## src/rtl/mdio_peripheral.sv

```systemverilog
// mdio_peripheral: Clause 22 MDIO slave that turns frames into register-memory strobes.
// Define MDIO_PREAMBLE_CHECK_EN to require a 32-bit all-ones preamble before ST.
module mdio_peripheral #(
    parameter logic [4:0] PHY_ADDR = 5'd0
) (
    input  logic        clk,
    input  logic        rst,
    input  logic        MDC,
    input  logic        MDIO_OUT,
    input  logic        MDIO_OE,
    input  logic [15:0] RD_DATA,
    output logic        MDIO_RESP,
    output logic        MDIO_RESP_OE,
    output logic [4:0]  ADDR,
    output logic [15:0] WR_DATA,
    output logic        MEMORY_WR,
    output logic        MEMORY_RD,
    output logic        FRAME_ERR
);

    typedef enum logic [2:0] {
        ST_IDLE,
        ST_HEADER,
        ST_WR_TA,
        ST_WR_DATA,
        ST_RD_TA,
        ST_RD_DATA,
        ST_IGNORE
    } state_t;

    state_t      state, state_n;
    logic [4:0]  cnt, cnt_n;          // index of the last frame bit consumed
    logic [15:0] shreg, shreg_n;
    logic        mdc_q;
    logic        rd_cap;
    logic        resp_n, resp_oe_n, mem_wr_n, mem_rd_n, frame_err_n;
    logic [4:0]  addr_n;
    logic [15:0] wr_data_n;
    logic        rise, fall, sample;
    logic [13:0] hdr;
    logic        hdr_ok;
`ifdef MDIO_PREAMBLE_CHECK_EN
    logic [5:0]  ones, ones_n;
`endif

    assign rise   = MDC & ~mdc_q;
    assign fall   = ~MDC & mdc_q;
    assign sample = rise & MDIO_OE;
    assign hdr    = {shreg[12:0], MDIO_OUT};
    assign hdr_ok = (hdr[13:12] == 2'b01) && ((hdr[11:10] == 2'b01) || (hdr[11:10] == 2'b10));

    always_comb begin
        // NOTE: every value written here gets a default first, so no latch is inferred.
        state_n     = state;
        cnt_n       = cnt;
        shreg_n     = shreg;
        resp_n      = MDIO_RESP;
        resp_oe_n   = MDIO_RESP_OE;
        addr_n      = ADDR;
        wr_data_n   = WR_DATA;
        mem_wr_n    = 1'b0;
        mem_rd_n    = 1'b0;
        frame_err_n = 1'b0;
`ifdef MDIO_PREAMBLE_CHECK_EN
        ones_n      = ones;
`endif
        case (state)
            ST_IDLE: begin
`ifdef MDIO_PREAMBLE_CHECK_EN
                if (sample) begin
                    if (MDIO_OUT) begin
                        if (ones != 6'd32) ones_n = ones + 6'd1;
                    end else if (ones == 6'd32) begin
                        ones_n  = '0;
                        state_n = ST_HEADER;
                        cnt_n   = '0;
                        shreg_n = 16'd0;
                    end else begin
                        ones_n = '0;
                    end
                end
`else
                if (sample) begin
                    state_n = ST_HEADER;
                    cnt_n   = '0;
                    shreg_n = {15'd0, MDIO_OUT};
                end
`endif
            end
            ST_HEADER: begin
                if (sample) begin
                    shreg_n = {shreg[14:0], MDIO_OUT};
                    cnt_n   = cnt + 5'd1;
                    if (cnt == 5'd12) begin
                        if (!hdr_ok) begin
                            frame_err_n = 1'b1;
                            state_n     = ST_IGNORE;
                        end else if (hdr[9:5] != PHY_ADDR) begin
                            state_n = ST_IGNORE;
                        end else begin
                            addr_n = hdr[4:0];
                            if (hdr[11:10] == 2'b01) begin
                                state_n = ST_WR_TA;
                            end else begin
                                state_n  = ST_RD_TA;
                                mem_rd_n = 1'b1;
                            end
                        end
                    end
                end
            end
            ST_WR_TA, ST_WR_DATA: begin
                if (rise && !MDIO_OE) begin
                    frame_err_n = 1'b1;
                    state_n     = ST_IDLE;
                    cnt_n       = '0;
                end else if (rise) begin
                    shreg_n = {shreg[14:0], MDIO_OUT};
                    cnt_n   = cnt + 5'd1;
                    if (state == ST_WR_TA && cnt == 5'd14) begin
                        if ({shreg[0], MDIO_OUT} == 2'b10) begin
                            state_n = ST_WR_DATA;
                        end else begin
                            frame_err_n = 1'b1;
                            state_n     = ST_IGNORE;
                        end
                    end else if (state == ST_WR_DATA && cnt == 5'd30) begin
                        wr_data_n = {shreg[14:0], MDIO_OUT};
                        mem_wr_n  = 1'b1;
                        state_n   = ST_IDLE;
                        cnt_n     = '0;
                    end
                end
            end
            ST_RD_TA: begin
                if (rd_cap) shreg_n = RD_DATA;
                if (fall) begin
                    cnt_n = cnt + 5'd1;
                    // Second turnaround fall: take the bus and drive the TA zero.
                    if (cnt == 5'd14) begin
                        resp_oe_n = 1'b1;
                        resp_n    = 1'b0;
                        state_n   = ST_RD_DATA;
                    end
                end
            end
            ST_RD_DATA: begin
                if (fall) begin
                    if (cnt == 5'd31) begin
                        resp_oe_n = 1'b0;
                        resp_n    = 1'b0;
                        state_n   = ST_IDLE;
                        cnt_n     = '0;
                    end else begin
                        resp_n  = shreg[15];
                        shreg_n = {shreg[14:0], 1'b0};
                        cnt_n   = cnt + 5'd1;
                    end
                end
            end
            ST_IGNORE: begin
                if (rise) begin
                    if (cnt == 5'd30) begin
                        state_n = ST_IDLE;
                        cnt_n   = '0;
                    end else begin
                        cnt_n = cnt + 5'd1;
                    end
                end
            end
            default: begin
                state_n = ST_IDLE;
                cnt_n   = '0;
            end
        endcase
    end

    // NOTE: all registered state uses non-blocking assignments.
    always_ff @(posedge clk or negedge rst) begin
        if (!rst) begin
            state        <= ST_IDLE;
            cnt          <= '0;
            shreg        <= '0;
            mdc_q        <= 1'b0;
            rd_cap       <= 1'b0;
            MDIO_RESP    <= 1'b0;
            MDIO_RESP_OE <= 1'b0;
            ADDR         <= '0;
            WR_DATA      <= '0;
            MEMORY_WR    <= 1'b0;
            MEMORY_RD    <= 1'b0;
            FRAME_ERR    <= 1'b0;
`ifdef MDIO_PREAMBLE_CHECK_EN
            ones         <= '0;
`endif
        end else begin
            state        <= state_n;
            cnt          <= cnt_n;
            shreg        <= shreg_n;
            mdc_q        <= MDC;
            rd_cap       <= MEMORY_RD;
            MDIO_RESP    <= resp_n;
            MDIO_RESP_OE <= resp_oe_n;
            ADDR         <= addr_n;
            WR_DATA      <= wr_data_n;
            MEMORY_WR    <= mem_wr_n;
            MEMORY_RD    <= mem_rd_n;
            FRAME_ERR    <= frame_err_n;
`ifdef MDIO_PREAMBLE_CHECK_EN
            ones         <= ones_n;
`endif
        end
    end

endmodule
```

## config.mk

```make
export PLATFORM = sky130hd
export DESIGN_NAME = mdio_peripheral
export DESIGN_NICKNAME = d
export VERILOG_FILES = /design/src/rtl/mdio_peripheral.sv
export SDC_FILE = /design/constraint.sdc
export NUM_CORES = 1
export LEC_CHECK = 0
export CELL_PAD_IN_SITES_DETAIL_PLACEMENT = 1
export CELL_PAD_IN_SITES_GLOBAL_PLACEMENT = 1
export CORE_ASPECT_RATIO = 1.4
export CORE_MARGIN = 2
export CORE_UTILIZATION = 40
export CTS_CLUSTER_SIZE = 40
export DETAILED_ROUTE_END_ITERATION = 6
export PLACE_DENSITY = 0.84
export RECOVER_POWER = 50
export SYNTH_ARGS = -nofsm -noshare
export SYNTH_HDL_FRONTEND = slang
export SYNTH_SLANG_ARGS = --single-unit
```

## constraint.sdc

```tcl
create_clock -name clk -period 2.62 [get_ports clk]
set_clock_uncertainty 0.1 [all_clocks]
set_input_delay 0.524 -clock clk [delete_from_list [all_inputs] [get_ports clk]]
set_output_delay 0.524 -clock clk [all_outputs]
set_load 0.02 [all_outputs]
```

==> results of run 1 <==
Yosys cell counts, drive strengths merged:
library cell and n:
dfrtp 52, nor2 40, a21oi 37, mux2 22, nand2 18, a22oi 14
o21ai 13, buf 10, inv 9, clkbuf 7, nand2b 7, nor3 6
ha 5, nand3 5, o22ai 5, nor2b 4, nor3b 4, a21boi 2
nand4 2, or3 2, a211oi 1, a2bb2oi 1, a31oi 1, and2 1
and4 1, maj3 1, nand3b 1, nand4bb 1, nor4 1, nor4b 1
nor4bb 1, o211ai 1, o31ai 1, o32ai 1, o41ai 1, or2 1
or3b 1, xor2 1
state kept, by name (all words and copies together) (netlist names):
name,cells
rd_cap,1
MDIO_RESP_OE,1
FRAME_ERR,1
ADDR,5
state,3
WR_DATA,16
mdc_q,1
cnt,5
MDIO_RESP,1
shreg,16
MEMORY_WR,1
MEMORY_RD,1
layout make-up:
cell class,count,area share (%)
sequential,52,38.4
tap,74,2.73
clock inverter,2,1.03
inverter,9,0.996
timing repair buffer,64,17.1
clock buffer,6,2.14
multi-input combinational,204,37.6
power by group through the flow:
stage,sequential (mW),clock (mW),combinational (mW)
global route,1.33,0.597,1.63
floorplan,1.19,0,1.03
global placement,1.30,0,1.37
CTS,1.30,0.570,1.46
detailed placement,1.31,0,1.44
finish,1.30,0.556,1.43
placed cells by master (no fill, tap or decap), types with 2 or more instances in the layout:
cell / count
a21boi_0: 2
a21oi_1: 37
a22oi_1: 14
buf_4: 15
clkbuf_1: 4
clkbuf_8: 5
clkdlybuf4s50_1: 34
dfrtp_1: 52
dlygate4sd3_1: 11
ha_1: 5
inv_1: 9
mux2_2: 22
nand2_1: 18
nand2b_1: 7
nand3_1: 5
nand4_1: 2
nor2_1: 40
nor2b_1: 4
nor3_1: 5
nor3b_1: 4
o21ai_0: 13
o22ai_1: 4
or3_1: 2
per-layer routing:
layer	routed length [um]	part of all wire, %
met5	0	0
met4	263	3.5
met3	173	2.3
met2	4160	56
met1	2850	38
kinds of logic after synthesis:
group / after synthesis / share of synthesized area, %
multiplexers: 22 / 9.22
XOR/XNOR: 1 / 0.326
AND/OR/NAND/NOR: 97 / 18.0
AO/OA/AOI/OAI: 78 / 17.0
adder cells (fa/ha/maj): 6 / 2.70
flip-flops: 52 / 48.4
buffers and inverters: 26 / 4.29
worst max-delay path by stage:
stage / start / end
finish: cnt[0] / shreg[6]
global route: cnt[0] / shreg[0]
CTS: state[0] / shreg[8]
detailed placement: MDC / state[2]
global placement: MDC / state[2]
floorplan: cnt[0] / shreg[14]
==> summary.txt, run 1 <==
Outcome
  • Status: finished, final reports clean

Cells and area
  • Fin util: 52.0%
  • Layout area overhead: 26.2%
  • Nets@finish: 362
  • Ratio of cells with drive above 1 in the final layout: 14.8%
  • Sequential cell area: 1300 sq um
  • Area occupied by multi-input gates: 1280 sq um
  • Finished Layout Cells: 411
  • Antenna cell count: 0
  • # fillers: 749
  • Fin area: 3390 sq um

Worst hold path
  • Hold path endpoint: rd_cap
  • Hold depth: 0
  • Hold path start: MEMORY_RD
  • Worst Hold Class: reg -> reg

Global routing
  • Initial antenna violation count: 0
  • Vias in the first global route: 2462
  • Overflow left after global routing: 0
  • Met1 Usage GRT: 24.6%
  • Met2 usage: 41.2%
  • Met3 Use GR: 2.80%
  • Gr usage total: 22.1%
  • Largest net degree at the start of global routing: 33
  • First-pass GRT wire length: 12500 um
  • Gr busiest metal: met2

Place
  • DP Area: 3290 sq um
  • DP Cell Count: 403
  • Setup slack after placement: 82.0 ps
  • Post-DP HPWL: 5460 um
  • I/O Buffers: 46
  • Gp weighted congestion: 0.901

Pwr
  • Final Power: 3.29 mW
  • Internal: 1.90 mW
  • LEAKAGE: 1.52 nW
  • Psw: 1.39 mW
  • Flop pwr share: 39.5%
  • Pwr Density: 970 nW/um^2
  • Comb pwr share: 43.6%
  • Sw frac: 42.4%
  • Worst vdd ir: 0.000414 V
  • Clock power share: 16.9%

Critical path
  • Arrival time worst endpoint: 2510 ps
  • Reg2Reg Depth: 10
  • Crit Path Class: reg -> reg
  • RR Endpoint: shreg[6]
  • Crit start category: flop
  • Number of stages on the worst setup path: 10
  • Reg2reg start: cnt[0]
  • Critical-path top delay cell: dfrtp_1
  • Worst path top cell family by delay: adder cells
  • Crit path largest cell delay: 440 ps
  • Worst R2R Setup Slack: 250 ps
  • WP data required: 2750 ps
  • Number of buffers and inverters on the critical path: 2
  • CP Capture Type: flop
  • Crit path cell chain: ha_1, inv_1, nor3_1, ha_1, nor4bb_1, a21oi_1, o22ai_2, buf_4, nor2_1, a21oi_1
  • CP max FO: 32

Floorplanning
  • Core area: 6530 sq um
  • Chip height: 101 um
  • Row cnt: 35
  • Die X: 73.3 um
  • IO Count: 47
  • Starting Density: 41.2%
  • DIE AREA: 7400 sq um

Routing
  • WL per Instance: 18.1 um
  • First-pass DRT Iterations: 4
  • Remaining DRCs: 0
  • Initial drt markers: 113
  • Vias per inst: 5.69
  • Final ANT Viol Nets: 0
  • Final wirelength: 7450 um
  • Vias: 2338

STA
  • Worst Slack Setup Final: 248 ps
  • RSZ-0062 raised after global routing: false
  • Final worst-path cycle share: 90.5%
  • Final hold vios: 0
  • Worst-Margin Slew: 1400 ps
  • Fmax: 422 MHz
  • Worst hold margin: 320 ps
  • Crit path time final: 2370 ps
  • Number of setup violations in the final report: 0
  • Setup_tns: 0 ps
  • Slew Limit Fails: 0
  • Slew HR: 6.47%

CTS
  • Total setup buffers inserted after CTS: 0
  • Clk slew on worst S/H paths: 100 ps
  • Post-CTS Hold Buffers: 0
  • Max clock buf depth: 2
  • Htree depth: 2
  • Total CTS buffers: 5
  • Post-cts sizing count: 0
  • Clock latency on the worst-skew pair: 310 ps
  • TritonCTS clock tree: done
  • # clock sinks: 52
  • Clock root buffer: clkbuf_8

Synthesis
  • Synth Warn #: 0
  • Post-synthesis cell type count: 42
  • Syn Nets: 308
  • Flops & latches, synth: 52
  • Post-synth top area cell: dfrtp_1
  • Syn Area/Cell: 9.53 sq um
  • Post-synthesis sequential area ratio: 48.4%
  • Mapped cell area: 2690 sq um
  • Top post-synthesis cells by area: dfrtp_1 48%, mux2_2 9.2%, a21oi_1 6.9%
  • Cells after Synth: 282
  • Yosys top cell area share: 48.4%

Run
  • Max-cap violation count: 0
No activity file was read; power rests on OpenSTA's default activity.
==> run 2: changes to the inputs <==
- CORE_MARGIN: 2 -> 4
==> run 2 against run 1 <==
Sequential share of layout area grew 0.52 points. Sequential power is essentially flat. Wire length fell by 1.8%. Sequential cell count stayed put. Count of clock-buffer cells in the layout is 1 higher. Critical path type is now in -> reg. Setup slack better by 53 ps.
==> summary.txt, run 2 (same netlist as run 1, synthesis figures left out) <==
Outcome
  • Status: finished, final reports clean

Critical path
  • Crit path cell chain: dlygate4sd3_1, or3b_2, nand2_1, nor2_1, nor3_1, mux2_2
  • Crit start category: primary input
  • Critical-path top delay cell: dlygate4sd3_1
  • WP data required: 2710 ps (-40 ps)
  • CP Capture Type: flop
  • Worst R2R Setup Slack: 310 ps (+60 ps)
  • Arrival time worst endpoint: 2410 ps (-100 ps)
  • CP max FO: 6 (-81%)
  • RR Endpoint: state[1]
  • Crit path largest cell delay: 630 ps (+190 ps)
  • Reg2Reg Depth: 7 (-3)
  • Reg2reg start: cnt[0]
  • Crit Path Class: in -> reg

Floorplanning
  • Die X: 77.3 um (+5.5%)
  • Starting Density: 40.9% (-0.27 points)
  • Chip height: 105 um (+4.0%)
  • IO Count: 47 (unchanged)
  • Row cnt: 35 (unchanged)
  • Core area: 6570 sq um (+0.67%)
  • DIE AREA: 8110 sq um (+9.6%)

Global routing
  • Met3 Use GR: 2.24% (-0.56 points)
  • Gr usage total: 19.3% (-2.8 points)
  • First-pass GRT wire length: 12700 um (+1.7%)
  • Vias in the first global route: 2568 (+4.3%)
  • Largest net degree at the start of global routing: 33 (unchanged)
  • Gr busiest metal: met2
  • Met1 Usage GRT: 23.5% (-1.2 points)
  • Initial antenna violation count: 0 (unchanged)
  • Met2 usage: 34.9% (-6.2 points)
  • Overflow left after global routing: 0 (unchanged)

CTS
  • TritonCTS clock tree: done
  • # clock sinks: 52 (unchanged)
  • Max clock buf depth: 2 (unchanged)
  • Htree depth: 2 (unchanged)
  • Post-CTS Hold Buffers: 0 (unchanged)
  • Total CTS buffers: 5 (unchanged)
  • Clock latency on the worst-skew pair: 300 ps (about the same)
  • Total setup buffers inserted after CTS: 0 (unchanged)
  • Post-cts sizing count: 0 (unchanged)
  • Clk slew on worst S/H paths: 90 ps (about the same)
  • Clock root buffer: clkbuf_8

Worst hold path
  • Hold depth: 0 (unchanged)
  • Hold path start: MEMORY_RD
  • Hold path endpoint: rd_cap
  • Worst Hold Class: reg -> reg

Routing
  • First-pass DRT Iterations: 4 (unchanged)
  • Final ANT Viol Nets: 0 (unchanged)
  • Initial drt markers: 101 (-11%)
  • Remaining DRCs: 0 (unchanged)
  • WL per Instance: 18.0 um (-0.86%)
  • Vias per inst: 5.66 (-0.53%)
  • Vias: 2303 (-1.5%)
  • Final wirelength: 7310 um (-1.8%)

Run
  • Max-cap violation count: 0 (unchanged)

Cells and area
  • Layout area overhead: 24.5%
  • Nets@finish: 358 (-1.1%)
  • Ratio of cells with drive above 1 in the final layout: 14.1% (-0.72 points)
  • Antenna cell count: 0 (unchanged)
  • Largest regs: WR_DATA (16), shreg (16)
  • Most common cell after layout, fill and taps aside: dfrtp_1
  • Commonest non-fill, non-tap cells in the layout: 52 x dfrtp_1, 40 x nor2_1, 37 x a21oi_1
  • Fin area: 3350 sq um (-1.3%)
  • Fin util: 50.9% (-1.0 points)

STA
  • Slew HR: 6.55% (+0.080 points)
  • Crit path time final: 2320 ps (-52.9 ps)
  • Number of setup violations in the final report: 0 (unchanged)
  • Worst-Margin Slew: 1400 ps (-1.20 ps)
  • Setup_tns: 0 ps (unchanged)
  • Final worst-path cycle share: 88.5% (-2.0 points)
  • RSZ-0062 raised after global routing: false
  • Slew Limit Fails: 0 (unchanged)
  • Fmax: 431 MHz (+2.3%)
  • Final hold vios: 0 (unchanged)

Pwr
  • Pwr Density: 942 nW/um^2 (-2.9%)
  • Comb pwr share: 43.7% (about the same)
  • Clock power share: 14.2% (-2.7 points)
  • Psw: 1.36 mW (-2.1%)
  • Sw frac: 43.3% (+0.94 points)
  • Worst vdd ir: 0.000479 V (+16%)
  • LEAKAGE: 1.50 nW (-1.5%)
  • Final Power: 3.15 mW (-4.2%)
  • Flop pwr share: 42.1% (+2.6 points)
  • Internal: 1.79 mW (-5.7%)

Place
  • DP Area: 3280 sq um (-0.53%)
  • Gp weighted congestion: 0.883 (-2.0%)
  • Post-DP HPWL: 5420 um (-0.82%)
  • I/O Buffers: 46 (unchanged)
-- run 2: cell count changes in the layout (fill, tap and decap cells not counted) --
cell and change:
buf_4 -2, bufinv_16 -1, clkbuf_1 -1, clkdlybuf4s50_1 -1
clkinv_2 -1, clkinv_4 +1, dlygate4sd3_1 +1
-- run 2: worst max-delay path by stage --
stage,start,end,cells past startpoint
after floorplan,cnt[0],shreg[14],10
after global placement,MDC,state[2],6
after detailed placement,MDC,state[2],6
after CTS,cnt[1],state[1],8
after global routing,cnt[0],state[1],7
final,MDC,state[2],6
-- run 2: final cells by class --
class                   count  area [sq um]
multi-input cells         204          1280
clock inverters             1          8.76
fillers                   754          3220
well taps                  74          92.6
clock buffers               7          76.3
repair buffers             60           557
flip-flops and latches     52          1300
inverters                   9          33.8
-- run 2: per-layer routing --
layer	vias to the layer above	routed length (um)
li1	1094	-
met1	1161	3020
met2	36	3970
met3	12	145
met4	0	178
met5	-	0
-- run 2: power by group through the flow --
stage | combinational (mW) | clock (mW) | sequential (mW)
detailed placement | 1.37 | 0 | 1.34
CTS | 1.39 | 0.465 | 1.32
finish | 1.38 | 0.448 | 1.33
global placement | 1.30 | 0 | 1.32
global route | 1.57 | 0.496 | 1.37
floorplan | 1.03 | 0 | 1.19
-- run 2: worst max-delay path, delay by kind of cell --
kind                   cells  cell delay (ps)
multiplexers               1              360
buffers and inverters      1              630
AND/OR/NAND/NOR            4              890
-- run 2: metrics by stage --
stage | std cells | hold slack (ps) | setup slack [ps]
after floorplan | 282 | 128 | 535
after global placement | 399 | 267 | 109
after detailed placement | 399 | 277 | 61.5
after CTS | 407 | 152 | 267
after global routing | 407 | 315 | 117
final | 407 | 287 | 301
